--- src/rtl/clk_divider_prog.sv ---
// Runtime-programmable integer clock divider with glitch-free divisor reload and a clk_in-domain tick.
// Optional CLK_DIVIDER_ODD_DUTY50_EN: 50% duty for odd divisors via a negedge-clk_in flop.
`timescale 1ns/1ps
module clk_divider_prog #(
    parameter int unsigned WIDTH       = 16,
    parameter int unsigned DEFAULT_DIV = 10
) (
    input  logic             clk_in,
    input  logic             rst_n,
    input  logic             en,
    input  logic [WIDTH-1:0] div_val,
    input  logic             div_load,
    output logic             clk_out,
    output logic             tick,
    output logic             load_pend,
    output logic             div_err
);

    localparam logic [WIDTH-1:0] DEF_N   = WIDTH'(DEFAULT_DIV);
    localparam logic [WIDTH-1:0] DEF_CNT = WIDTH'(DEFAULT_DIV - 1);

    logic [WIDTH-1:0] n_q, n_d;
    logic [WIDTH-1:0] cnt_q, cnt_d;
    logic [WIDTH-1:0] pend_q, pend_d;
    logic             pend_v_q, pend_v_d;
    logic             pos_q, pos_d;
    logic             tick_q, tick_d;
    logic             err_q, err_d;

    logic [WIDTH:0]   hi;
    logic [WIDTH:0]   cnt_inc;
    logic             wrap;
    logic             load_ok;

    always_ff @(posedge clk_in or negedge rst_n) begin
        if (!rst_n) begin
            n_q      <= DEF_N;
            cnt_q    <= DEF_CNT;
            pend_q   <= '0;
            pend_v_q <= 1'b0;
            pos_q    <= 1'b0;
            tick_q   <= 1'b0;
            err_q    <= 1'b0;
        end else begin
            n_q      <= n_d;
            cnt_q    <= cnt_d;
            pend_q   <= pend_d;
            pend_v_q <= pend_v_d;
            pos_q    <= pos_d;
            tick_q   <= tick_d;
            err_q    <= err_d;
        end
    end

    // Period counter, phase decision and boundary-aligned divisor swap
    always_comb begin
`ifdef CLK_DIVIDER_ODD_DUTY50_EN
        hi = {2'b00, n_q[WIDTH-1:1]};
`else
        hi = {1'b0, n_q} - {2'b00, n_q[WIDTH-1:1]};
`endif
        cnt_inc  = {1'b0, cnt_q} + (WIDTH+1)'(1);
        wrap     = en && (cnt_q == (n_q - WIDTH'(1)));
        load_ok  = div_load && (div_val >= WIDTH'(2));

        n_d      = n_q;
        cnt_d    = cnt_q;
        pend_d   = pend_q;
        pend_v_d = pend_v_q;
        pos_d    = pos_q;
        tick_d   = 1'b0;
        err_d    = div_load && !load_ok;

        if (wrap) begin
            cnt_d  = '0;
            pos_d  = 1'b1;
            tick_d = 1'b1;
            // Only a value pending before this edge is eligible for adoption
            if (pend_v_q) begin
                n_d      = pend_q;
                pend_v_d = 1'b0;
            end
        end else if (en) begin
            cnt_d = cnt_q + WIDTH'(1);
            pos_d = (cnt_inc < hi);
        end

        if (load_ok) begin
            pend_d   = div_val;
            pend_v_d = 1'b1;
        end
    end

`ifdef CLK_DIVIDER_ODD_DUTY50_EN
    logic neg_q;

    // Half-cycle stretch of the high phase, only for odd divisors
    always_ff @(negedge clk_in or negedge rst_n) begin
        if (!rst_n) begin
            neg_q <= 1'b0;
        end else begin
            neg_q <= pos_q & n_q[0];
        end
    end

    assign clk_out = pos_q | neg_q;
`else
    assign clk_out = pos_q;
`endif

    assign tick      = tick_q;
    assign load_pend = pend_v_q;
    assign div_err   = err_q;

endmodule

--- config.mk ---
export PLATFORM = sky130hd
export DESIGN_NAME = clk_divider_prog
export DESIGN_NICKNAME = d
export VERILOG_FILES = /design/src/rtl/clk_divider_prog.sv
export SDC_FILE = /design/constraint.sdc
export NUM_CORES = 1
export LEC_CHECK = 0
export CAP_MARGIN = 20
export CORE_ASPECT_RATIO = 0.7
export CORE_MARGIN = 2
export CORE_UTILIZATION = 50
export DETAILED_ROUTE_END_ITERATION = 10
export PLACE_DENSITY_LB_ADDON = 0.15
export SYNTH_ARGS = -nofsm -noshare
export SYNTH_HDL_FRONTEND = slang
export SYNTH_SLANG_ARGS = --single-unit
--- constraint.sdc ---
create_clock -name clk_in -period 10.1 [get_ports clk_in]
set_input_delay 2.02 -clock clk_in [delete_from_list [all_inputs] [get_ports clk_in]]
set_output_delay 2.02 -clock clk_in [all_outputs]
set_load 0.005 [all_outputs]
==> metrics.cfg <==
[outcome]
status=finished clean

[clock_tree]
ctsHoldBuffers=0
tritoncts=yes
cts_resized=0
cts_max_level=2
post_cts_buffers=0
clk_transition_reported_paths_ns=0.07
clock_path_buffers=2
clock-root-buffer=clkbuf_16
clock_latency_ns=0.29
clock-sinks=52
cts_buffers=5

[drt]
vias_per_cell=5.79
ant_nets=0
post_drt_wl_per_cell_um=16.5
drtIter0Drc=227
drt_pass1_iterations=5
vias=3458
drc=0
wirelength_um=9830

[global_routing]
grt-ovfl-total=0
grt_pass1_vias=3175
grt_pass1_wl_um=15900
antenna_found_initial=0
grt.total_usage=0.220
grt_max_degree=53

[die]
die-area_um2=9480
ioPinCount=24
rows=28
die_h_um=82.1
start_util=0.515
die_w_um=116
core_um2=8440

[placement]
port-buffer-count=23
gp_congestion=0.858
dp_hpwl_um=7770

[timing]
layout_min_cycle_time_ns=5.05
rsz0062_at_grt=no
period_share=0.500
max_slew.worst_pin.slew_ns=1.02
finalSetupViolCount=0
fmaxAchievable_mhz=198
setup_tns_ns=0
finalMaxSlewViolations=0
hold_viol=0
maxSlewHeadroom=0.312
clock-skew-final_ns=0.00509

[final_layout]
n_fill_cell=765
drive_above_1_share=0.117
antenna_cells=0
final_common_cell=ha_1
syn_to_final_growth_pct=10.4
nets=548
final_cell_mix=51 x ha_1, 48 x dfrtp_1, 36 x inv_1
final_util=0.569

[logic_synthesis]
yosysUniqueCellTypes=58
synth_xor_area_frac=0.0946
yosys_warnings=0
synth_top_family_by_area=simple AND/OR/NAND/NOR gates
synth-simple-area-share=0.183
ys_seq_area_frac=0.300
synthesis.area_um2=4350
synthArstFlopShare=1.00
yosys-mux-area-fraction=0.0874
ys_ff_latch=52
ys.flop_type=dfrtp_1
netlist_instances=460
synth_fa_ha_area_frac=0.151
syn-num-nets=532
synth_compound_area_frac=0.133
synth_edf_count=0
synth_area_per_cell_um2=9.46

[run]
drv_cap=0

[setup_path]
critPathKind=in -> reg
crit_path_end_kind=flop
cp_max_fo=34
start_kind=primary input
critPathRequiredTime_ns=10.28
crit_top_cell=nand4_1
cp_cell_sequence=clkdlybuf4s50_1 -> buf_4 -> nand4_1 -> a2111oi_0 -> nand4_1 -> nor4_4 -> mux2_2
critPathSlowestCell=nor4_4
critPathArrivalTime_ns=5.23
cp_num_buf_inv=2
slowest_delay_ns=0.83
crit_family=simple AND/OR/NAND/NOR gates

[pwr]
power_switching_uw=160
power_frac_seq=0.474
p_int_uw=375
power.share.combinational=0.205
p_sw_frac=0.300
peakVddDrop_mv=0.0641
powerDensity_nw_per_um2=111
pwr-share-clk=0.321
p_leak_nw=1.98

[hold_path]
min_path_type=reg -> reg

[registers in the layout (all words and copies together), names as in the netlist]
| name | flops |
|---|---|
| cnt_q | 16 |
| n_q | 16 |
| pend_q | 16 |
| clk_out | 1 |
| div_err | 1 |
| load_pend | 1 |
| tick | 1 |
[cell families after synthesis]
logic type | count (synthesis)
flops | 52
compound gates | 86
xor+xnor | 47
buf+inv | 52
mux | 34
simple gates | 137
fa+ha+maj | 52
[through the flow]
| stage | hold WS (ns) | power (mW) | area (um^2) | worst slack [ns] | std cells |
|---|---|---|---|---|---|
| 6_report | 0.502 | 0.535 | 4800 | 5.05 | 597 |
| 5_1_grt | 0.527 | 0.567 | 4800 | 4.80 | 597 |
| 4_1_cts | 0.506 | 0.539 | 4800 | 5.10 | 597 |
| 3_5_place_dp | 0.490 | 0.367 | 4660 | 4.81 | 589 |
| 3_3_place_gp | 0.480 | 0.362 | 4660 | 5.15 | 589 |
| 2_1_floorplan | 0.460 | 0.332 | 4350 | 6.38 | 460 |
[layout make-up]
class,count,area [um^2],area share
tap,120,150,0.0313
sequential,52,1310,0.272
inverter,36,135,0.0281
multi-input combinational,356,2830,0.588
timing repair buffer,25,240,0.0500
clock inverter,2,16.3,0.00339
clock buffer,6,129,0.0268
[worst reg2reg max path: stages, from the launching register on]
cell	delay (ns)
dfrtp_1	0.48
inv_1	0.10
ha_1	0.24
fa_1	0.41
o21bai_1	0.15
a21oi_1	0.12
o21ai_0	0.41
a31oi_1	0.16
o21ai_0	0.21
xor2_1	0.32
ha_1	0.31
a22o_1	0.20
nor4_1	0.23
o221ai_1	0.18
nor2_1	0.20
o311ai_0	0.17
a31oi_1	0.18
[cell usage after synthesis (all sizes together) (3+ instances only)]
cell,instances,area [um^2]
ha,51,638
dfrtp,48,1200
inv,36,135
mux2,32,360
xnor2,32,280
nand2,21,78.8
a21oi,19,95.1
nor2,19,71.3
xor2,15,131
o21ai,14,70.1
nand3,13,65.1
clkbuf,12,45.0
nor3,11,60.1
and3,10,62.6
nand4,10,62.6
nor4,10,77.6
o22ai,9,56.3
nand2b,8,50.1
o21bai,7,52.6
and4,6,52.6
nor2b,6,37.5
a31o,4,35.0
and2,4,25.0
buf,4,38.8
dfstp,4,105
nand3b,4,30.0
o311ai,4,35.0
o31ai,4,30.0
a21o,3,22.5
a31oi,3,18.8
nor3b,3,22.5
[power groups by stage]
stage	Clock [mW]	Sequential (mW)	Combinational, mW
floorplan	0	0.242	0.0891
global placement	0	0.257	0.105
detailed placement	0	0.257	0.110
CTS	0.176	0.253	0.110
global route	0.186	0.256	0.125
finish	0.172	0.254	0.110
[worst paths after layout]
check / start / endpoint / slack, ns / cells after the start
worst max register to register: n_q[0] / clk_out / 5.96 / 16
max in group asynchronous: rst_n / n_q[2] / 7.79 / 2
min in group asynchronous: rst_n / cnt_q[2] / 1.83 / 2
worst min-delay path: pend_q[6] / n_q[6] / 0.50 / 1
worst max-delay path: en / n_q[12] / 5.05 / 7
worst min register to register: pend_q[6] / n_q[6] / 0.50 / 1
[layer usage]
| metal | vias to the layer above | GRT usage | part of all wire |
|---|---|---|---|
| met3 | 8 | 0.0399 | 0.046 |
| met1 | 1667 | 0.331 | 0.53 |
| met4 | 0 | 0.0494 | 0.011 |
| li1 | 1699 | - | - |
| met2 | 84 | 0.327 | 0.41 |
| met5 | - | 0 | 0 |
Power figures use the tool's default switching activity.
